`src/rtl/bist_pkg.sv`:
```
// Shared BIST definitions: FSM state codes and the default LFSR taps.
// Imported by the BIST FSM and by the datapath responder.
package bist_pkg;

    // State codes the BIST FSM presents on BIST_CODE.
    typedef enum logic [4:0] {
        CODE_IDLE    = 5'd0,
        CODE_INIT    = 5'd1,
        CODE_SHIFT   = 5'd2,
        CODE_UPDATE  = 5'd3,
        CODE_CLEAR   = 5'd4,
        CODE_LOAD    = 5'd5,
        CODE_EVAL    = 5'd6,
        CODE_BRANCH  = 5'd7,
        CODE_DUT_RES = 5'd8,
        CODE_NEXT    = 5'd9,
        CODE_DUT_CLK = 5'd10,
        CODE_COMPARE = 5'd11,
        CODE_ERR_CHK = 5'd12,
        CODE_LOG     = 5'd13,
        CODE_DONE_NG = 5'd14,
        CODE_DONE_OK = 5'd15,
        CODE_FINISH  = 5'd16
    } bist_code_e;

    // Feedback taps q7^q5^q4^q3 for the 8-bit pattern source.
    localparam logic [7:0] LFSR_TAPS_DEF = 8'hB8;

endpackage

```
`src/rtl/bist_datapath_ctrl_if.sv`:
```
// Bundle between the BIST FSM (master) and the datapath responder (slave):
// state code and compare inputs one way, flags, strobes and status back.
interface bist_datapath_ctrl_if #(
    parameter int PAT_WIDTH  = 8,
    parameter int RESP_WIDTH = 8
);
    logic [4:0]            BIST_CODE;
    logic [RESP_WIDTH-1:0] resp_in;
    logic [RESP_WIDTH-1:0] exp_in;
    logic                  x_mask_in;
    logic [7:0]            Counter_in;
    logic                  end_flag;
    logic                  log_res_flag;
    logic                  log_clk_en;
    logic                  error_flag;
    logic [PAT_WIDTH-1:0]  pattern_out;
    logic                  pat_load;
    logic                  dut_res;
    logic                  dut_clk_en;
    logic                  shift_en;
    logic                  update_en;
    logic [7:0]            err_pattern;
    logic                  bist_done;
    logic                  bist_pass;

    modport master (
        output BIST_CODE, resp_in, exp_in, x_mask_in,
        input  Counter_in, end_flag, log_res_flag, log_clk_en,
        input  error_flag, pattern_out, pat_load, dut_res,
        input  dut_clk_en, shift_en, update_en, err_pattern,
        input  bist_done, bist_pass
    );

    modport slave (
        input  BIST_CODE, resp_in, exp_in, x_mask_in,
        output Counter_in, end_flag, log_res_flag, log_clk_en,
        output error_flag, pattern_out, pat_load, dut_res,
        output dut_clk_en, shift_en, update_en, err_pattern,
        output bist_done, bist_pass
    );
endinterface

```
`src/rtl/bist_lfsr.sv`:
```
// Fibonacci LFSR pattern source: shift left, feedback into bit 0.
// Ports: i_clk, i_rst (sync, to seed), i_load (seed), i_step, o_q.
module bist_lfsr
    import bist_pkg::*;
#(
    parameter int                   PAT_WIDTH = 8,
    parameter logic [PAT_WIDTH-1:0] SEED      = 8'h01,
    parameter logic [PAT_WIDTH-1:0] TAPS      = LFSR_TAPS_DEF
) (
    input  logic                 i_clk,
    input  logic                 i_rst,
    input  logic                 i_load,
    input  logic                 i_step,
    output logic [PAT_WIDTH-1:0] o_q
);
    logic [PAT_WIDTH-1:0] r_q;
    logic                 w_fb;

    assign w_fb = ^(r_q & TAPS);
    assign o_q  = r_q;

    always_ff @(posedge i_clk) begin
        if (i_rst || i_load) begin
            r_q <= SEED;
        end else if (i_step) begin
            r_q <= {r_q[PAT_WIDTH-2:0], w_fb};
        end
    end
endmodule

```
`src/rtl/bist_datapath_ctrl.sv`:
```
// BIST datapath responder: decodes BIST_CODE into strobes, pattern counter,
// LFSR, flags and error log. Ports: BIST_clk, res (sync high), bif (slave).
module bist_datapath_ctrl
    import bist_pkg::*;
#(
    parameter int                   PAT_WIDTH  = 8,
    parameter int                   RESP_WIDTH = 8,
    parameter int                   PAT_NUM    = 256,
    parameter int                   RES_PERIOD = 16,
    parameter logic [PAT_WIDTH-1:0] LFSR_SEED  = 8'h01
) (
    input logic                  BIST_clk,
    input logic                  res,
    bist_datapath_ctrl_if.slave  bif
);
    localparam logic [7:0] END_CNT  = 8'(PAT_NUM - 1);
    localparam logic [8:0] RES_MASK = 9'(RES_PERIOD - 1);

    logic [7:0] r_cnt;
    logic       r_end;
    logic       r_log_res;
    logic       r_log_clk;
    logic       r_err;
    logic [7:0] r_err_pat;
    logic       r_done;
    logic       r_pass;

    logic       w_clear;
    logic       w_step;
    logic [8:0] w_cnt_inc;
    logic [PAT_WIDTH-1:0] w_pat;

    assign w_clear   = (bif.BIST_CODE == CODE_CLEAR);
    assign w_step    = (bif.BIST_CODE == CODE_NEXT);
    // Counter+1 kept 9 bits wide so 255+1 is a multiple of RES_PERIOD.
    assign w_cnt_inc = {1'b0, r_cnt} + 9'd1;

    // Strobes are forced low during reset so res wins over any code.
    assign bif.shift_en   = !res && (bif.BIST_CODE == CODE_SHIFT);
    assign bif.update_en  = !res && (bif.BIST_CODE == CODE_UPDATE);
    assign bif.pat_load   = !res && (bif.BIST_CODE == CODE_LOAD);
    assign bif.dut_res    = !res && (bif.BIST_CODE == CODE_DUT_RES);
    assign bif.dut_clk_en = !res && (bif.BIST_CODE == CODE_DUT_CLK);

    always_ff @(posedge BIST_clk) begin
        if (res) begin
            r_cnt     <= '0;
            r_end     <= 1'b0;
            r_log_res <= 1'b0;
            r_log_clk <= 1'b0;
            r_err     <= 1'b0;
            r_err_pat <= '0;
            r_done    <= 1'b0;
            r_pass    <= 1'b0;
        end else begin
            case (bif.BIST_CODE)
                CODE_CLEAR: begin
                    r_cnt     <= '0;
                    r_end     <= 1'b0;
                    r_log_res <= 1'b0;
                    r_log_clk <= 1'b0;
                    r_err     <= 1'b0;
                    r_err_pat <= '0;
                    r_done    <= 1'b0;
                    r_pass    <= 1'b0;
                end
                CODE_EVAL: begin
                    r_end     <= (r_cnt == END_CNT);
                    r_log_res <= ((w_cnt_inc & RES_MASK) == 9'd0);
                    r_log_clk <= ~bif.x_mask_in;
                end
                CODE_NEXT:    r_cnt     <= r_cnt + 8'd1;
                CODE_COMPARE: r_err     <= (bif.resp_in != bif.exp_in);
                CODE_LOG:     r_err_pat <= r_cnt;
                CODE_DONE_NG: begin
                    r_done <= 1'b1;
                    r_pass <= 1'b0;
                end
                CODE_DONE_OK: begin
                    r_done <= 1'b1;
                    r_pass <= 1'b1;
                end
                default: ;
            endcase
        end
    end

    bist_lfsr #(
        .PAT_WIDTH (PAT_WIDTH),
        .SEED      (LFSR_SEED)
    ) u_lfsr (
        .i_clk  (BIST_clk),
        .i_rst  (res),
        .i_load (w_clear),
        .i_step (w_step),
        .o_q    (w_pat)
    );

    assign bif.Counter_in   = r_cnt;
    assign bif.end_flag     = r_end;
    assign bif.log_res_flag = r_log_res;
    assign bif.log_clk_en   = r_log_clk;
    assign bif.error_flag   = r_err;
    assign bif.pattern_out  = w_pat;
    assign bif.err_pattern  = r_err_pat;
    assign bif.bist_done    = r_done;
    assign bif.bist_pass    = r_pass;
endmodule
```
`src/flat_wrapper.sv`:
```
// flat-port wrapper written by rule: the top's interface ports become plain ports
module bist_datapath_ctrl_flat import bist_pkg::*;
#(
    parameter int                   PAT_WIDTH  = 8,
    parameter int                   RESP_WIDTH = 8,
    parameter int                   PAT_NUM    = 256,
    parameter int                   RES_PERIOD = 16,
    parameter logic [PAT_WIDTH-1:0] LFSR_SEED  = 8'h01
)
  (BIST_clk, res, bif_BIST_CODE, bif_resp_in, bif_exp_in, bif_x_mask_in, bif_Counter_in, bif_end_flag, bif_log_res_flag, bif_log_clk_en, bif_error_flag, bif_pattern_out, bif_pat_load, bif_dut_res, bif_dut_clk_en, bif_shift_en, bif_update_en, bif_err_pattern, bif_bist_done, bif_bist_pass);
  bist_datapath_ctrl_if #(.PAT_WIDTH(PAT_WIDTH), .RESP_WIDTH(RESP_WIDTH)) bif_i ();
  input logic BIST_clk;
  input logic res;
  input wire logic [$bits(bif_i.BIST_CODE)-1:0] bif_BIST_CODE;
  input wire logic [$bits(bif_i.resp_in)-1:0] bif_resp_in;
  input wire logic [$bits(bif_i.exp_in)-1:0] bif_exp_in;
  input wire logic [$bits(bif_i.x_mask_in)-1:0] bif_x_mask_in;
  output wire logic [$bits(bif_i.Counter_in)-1:0] bif_Counter_in;
  output wire logic [$bits(bif_i.end_flag)-1:0] bif_end_flag;
  output wire logic [$bits(bif_i.log_res_flag)-1:0] bif_log_res_flag;
  output wire logic [$bits(bif_i.log_clk_en)-1:0] bif_log_clk_en;
  output wire logic [$bits(bif_i.error_flag)-1:0] bif_error_flag;
  output wire logic [$bits(bif_i.pattern_out)-1:0] bif_pattern_out;
  output wire logic [$bits(bif_i.pat_load)-1:0] bif_pat_load;
  output wire logic [$bits(bif_i.dut_res)-1:0] bif_dut_res;
  output wire logic [$bits(bif_i.dut_clk_en)-1:0] bif_dut_clk_en;
  output wire logic [$bits(bif_i.shift_en)-1:0] bif_shift_en;
  output wire logic [$bits(bif_i.update_en)-1:0] bif_update_en;
  output wire logic [$bits(bif_i.err_pattern)-1:0] bif_err_pattern;
  output wire logic [$bits(bif_i.bist_done)-1:0] bif_bist_done;
  output wire logic [$bits(bif_i.bist_pass)-1:0] bif_bist_pass;
  assign bif_i.BIST_CODE = bif_BIST_CODE;
  assign bif_i.resp_in = bif_resp_in;
  assign bif_i.exp_in = bif_exp_in;
  assign bif_i.x_mask_in = bif_x_mask_in;
  assign bif_Counter_in = bif_i.Counter_in;
  assign bif_end_flag = bif_i.end_flag;
  assign bif_log_res_flag = bif_i.log_res_flag;
  assign bif_log_clk_en = bif_i.log_clk_en;
  assign bif_error_flag = bif_i.error_flag;
  assign bif_pattern_out = bif_i.pattern_out;
  assign bif_pat_load = bif_i.pat_load;
  assign bif_dut_res = bif_i.dut_res;
  assign bif_dut_clk_en = bif_i.dut_clk_en;
  assign bif_shift_en = bif_i.shift_en;
  assign bif_update_en = bif_i.update_en;
  assign bif_err_pattern = bif_i.err_pattern;
  assign bif_bist_done = bif_i.bist_done;
  assign bif_bist_pass = bif_i.bist_pass;
  bist_datapath_ctrl #(.PAT_WIDTH(PAT_WIDTH), .RESP_WIDTH(RESP_WIDTH), .PAT_NUM(PAT_NUM), .RES_PERIOD(RES_PERIOD), .LFSR_SEED(LFSR_SEED)) u_core (.BIST_clk(BIST_clk), .res(res), .bif(bif_i));
endmodule
```
`config.mk`:
```
export PLATFORM = sky130hd
export DESIGN_NAME = bist_datapath_ctrl_flat
export DESIGN_NICKNAME = d
export VERILOG_FILES = /design/src/rtl/bist_pkg.sv /design/src/rtl/bist_datapath_ctrl_if.sv /design/src/rtl/bist_lfsr.sv /design/src/rtl/bist_datapath_ctrl.sv /design/src/flat_wrapper.sv
export SDC_FILE = /design/constraint.sdc
export NUM_CORES = 1
export LEC_CHECK = 0
export CAP_MARGIN = 5
export CORE_MARGIN = 4
export CORE_UTILIZATION = 35
export CTS_BUF_LIST = sky130_fd_sc_hd__clkbuf_4
export DETAILED_ROUTE_END_ITERATION = 16
export PLACE_DENSITY = 0.73
export SYNTH_ARGS = -nofsm -noshare
export SYNTH_HDL_FRONTEND = slang
export SYNTH_HIERARCHICAL = 1
export SYNTH_SLANG_ARGS = --single-unit
```
`constraint.sdc`:
```
create_clock -name BIST_clk -period 2.2 [get_ports BIST_clk]
set_input_delay 0.44 -clock BIST_clk [delete_from_list [all_inputs] [get_ports BIST_clk]]
set_output_delay 0.44 -clock BIST_clk [all_outputs]
set_load 0.005 [all_outputs]
```
==> impl_metrics.py <==
metrics = {
    "run_status": {
        "status": "finished, violations left",
        "failed_checks": "setup timing",
    },
    "sta": {
        "worst_slack_ps": -11.4,
        "fin_crit_ps": 2210,
        "finalSetupViolations": 1,
        "fmax_mhz": 452,
        "timing.final.crit_share_pct": 101,
        "hold_viol_final": 0,
        "slew_headroom_pct": 73.6,
        "worst_pin_slew_ps": 391,
        "setup-tns-final_ps": -11.4,
        "maxSlewViolCount": 0,
        "skew_ps": 11.3,
        "rsz0062_at_grt": "true",
    },
    "cts": {
        "cts_made_buffers": 5,
        "cts_root_buf": "clkbuf_4",
        "ctsHoldBuffers": 0,
        "clk_latency_ps": 330,
        "clkTransAtPathRegs_ps": 100,
        "cts_tree": "done",
        "h-tree-depth": 2,
        "cts.repair_timing.setup_buffer_count": 0,
        "clkSinkCount": 30,
        "clock_path_buffers": 2,
    },
    "cells_and_area": {
        "drive_gt1_share_pct": 19.8,
        "final_cell_area_um2": 2350,
        "final_util_pct": 58.3,
        "antenna-diode-count": 0,
        "areaGrowthSynthToFinish_pct": 59.9,
        "layoutNonFillerInstCount": 293,
        "layout.nets": 269,
    },
    "yosys": {
        "yosysWarnings": 6,
        "synth_edf_count": 0,
        "yosys.area_share.adder_pct": 1.71,
        "synth_area_um2": 1470,
        "synthCells": 162,
        "synth.distinct_cells": 38,
        "synth_top_family_by_area": "simple AND/OR/NAND/NOR gates",
        "syn-num-nets": 188,
        "yosysSeqAreaShare_pct": 40.9,
        "netlist_top_cells_area": "dfxtp_1 (41%), nor2_1 (6.9%), xor2_1 (6.0%)",
        "synth_most_common_cell": "dfxtp_1",
        "synth_commonest_cells": "dfxtp_1 (30), nor2_1 (27), a21oi_1 (10), xor2_1 (10), a22oi_1 (9)",
        "syn_area_per_cell_um2": 9.06,
        "synth_top_cell_by_area": "dfxtp_1",
        "synth_xor_area_share_pct": 8.78,
        "yosysTopAreaCellShare_pct": 40.9,
        "yosys_most_used_dff": "dfxtp_1",
        "synth-seq-cells": 30,
        "synth.mux.area_fraction_pct": 5.54,
        "async_flop_share_pct": 0,
        "yosys.area_share.simple_pct": 25.2,
        "synth_compound_area_share_pct": 13.8,
    },
    "power": {
        "p_leak_nw": 0.911,
        "power_per_cell_area_nw_per_um2": 470,
        "total_power_mw": 1.10,
        "peakVddDrop_mv": 0.290,
    },
    "place": {
        "io_buffers": 58,
        "dp_hpwl_mm": 3.04,
        "dp_cells": 286,
        "place.gp.congestion": 0.799,
        "placed_cell_area_um2": 2260,
    },
    "critical_path": {
        "worstSetupStartpointType": "input pin",
        "cp-end-kind": "output pin",
        "worstSetupPathType": "input pin to output pin",
        "reg2reg_depth": 4,
        "crit_required_ps": 1760,
        "arrival_ps": 1770,
        "crit_fanout": 2,
    },
    "detailed_routing": {
        "first_pass_iters": 5,
        "wl_per_cell_um": 13.8,
        "vias": 1464,
        "drtIter0Drc": 76,
        "totalWireLength_mm": 4.04,
        "drc_errors": 0,
        "via_per_inst": 5.00,
        "antenna_left": 0,
    },
    "global_routing": {
        "grt_pass1_vias": 1414,
        "antenna_found_initial": 0,
        "grt_pass1_wl_mm": 6.69,
        "grt_usage_pct": 16.0,
        "grt_max_degree": 27,
        "grt-ovfl-total": 0,
    },
    "hold_path": {
        "holdPathStages": 2,
        "hold_class": "flip-flop to flip-flop",
    },
    "die": {
        "initial_core_util_pct": 36.4,
        "io_pins": 59,
        "fp.dieW_um": 72.8,
        "dieHeight_um": 72.8,
        "dieArea_um2": 5290,
        "row_count": 23,
        "coreArea_um2": 4030,
    },
    "job": {
        "cap_violations": 0,
    },
}
## cell families after synthesis
family	after synthesis
flip-flops	30
AO/OA/AOI/OAI	29
buffers and inverters	11
XOR/XNOR	13
multiplexers	8
adder cells (fa/ha/maj)	2
AND/OR/NAND/NOR	69
## critical path, cell delays in order
cell and delay (ps):
clkdlybuf4s50_1 420, or4b_4 580, nor3_2 110, clkdlybuf4s15_2 220
## repair_timing
action / CTS / global route
pin swaps: 2 / 1
endpoints found under the setup margin: 5 / 7
resized for setup: 21 / 4
## area by class of cell
| cell class | instances | area [um2] |
|---|---|---|
| clock buffer | 5 | 37.5 |
| clock inverter | 2 | 33.8 |
| fill | 380 | 1680 |
| inverter | 3 | 11.3 |
| multi-input combinational | 121 | 835 |
| sequential | 30 | 601 |
| tap | 50 | 62.6 |
| timing repair buffer | 82 | 767 |
## worst paths after layout
check                            from                       end  slack, ps
min reg2reg   u_core/bif.log_res_flag   u_core/bif.log_res_flag        470
max                  bif_BIST_CODE[0]            bif_dut_clk_en        -10
min           u_core/bif.log_res_flag   u_core/bif.log_res_flag        470
max reg2reg  u_core/bif.Counter_in[0]  u_core/bif.Counter_in[7]        530
## layout by cell type, fill, tap and decap left out, types with 2 or more instances in the layout
| cell | count |
|---|---|
| a21oi_1 | 10 |
| a22oi_1 | 9 |
| and3_1 | 3 |
| buf_2 | 2 |
| buf_4 | 21 |
| buf_6 | 2 |
| clkbuf_4 | 5 |
| clkdlybuf4s50_1 | 51 |
| dfxtp_1 | 30 |
| dlygate4sd2_1 | 2 |
| ha_1 | 2 |
| inv_1 | 3 |
| mux2i_1 | 7 |
| nand2_1 | 8 |
| nand3_1 | 5 |
| nand4_1 | 2 |
| nor2_1 | 27 |
| nor3_1 | 6 |
| nor3_2 | 3 |
| nor4_1 | 2 |
| o211a_1 | 3 |
| or2_1 | 2 |
| or3_1 | 2 |
| or4b_4 | 2 |
| xnor2_2 | 2 |
| xor2_1 | 10 |
## per-layer routing
| metal | vias up | global-route usage (%) | wire, um |
|---|---|---|---|
| met5 | - | 0 | 0 |
| li1 | 742 | - | - |
| met1 | 670 | 21.8 | 1850 |
| met3 | 8 | 2.62 | 194 |
| met2 | 44 | 24.6 | 1920 |
| met4 | 0 | 7.38 | 76 |
## power breakdown
group / total (mW) / internal, mW / switching [mW] / leakage, nW
Sequential: 0.548 / 0.545 / 0.00223 / 0.242
Combinational: 0.137 / 0.0810 / 0.0557 / 0.631
Clock: 0.419 / 0.230 / 0.189 / 0.0387
## per-stage QoR
stage	hold WS [ps]	setup WS, ps
after floorplan	448	290
after global placement	443	-514
after detailed placement	460	-514
after CTS	476	-25.8
after global routing	499	-60.5
final	467	-11.4
No activity file was read; power rests on OpenSTA's default activity.
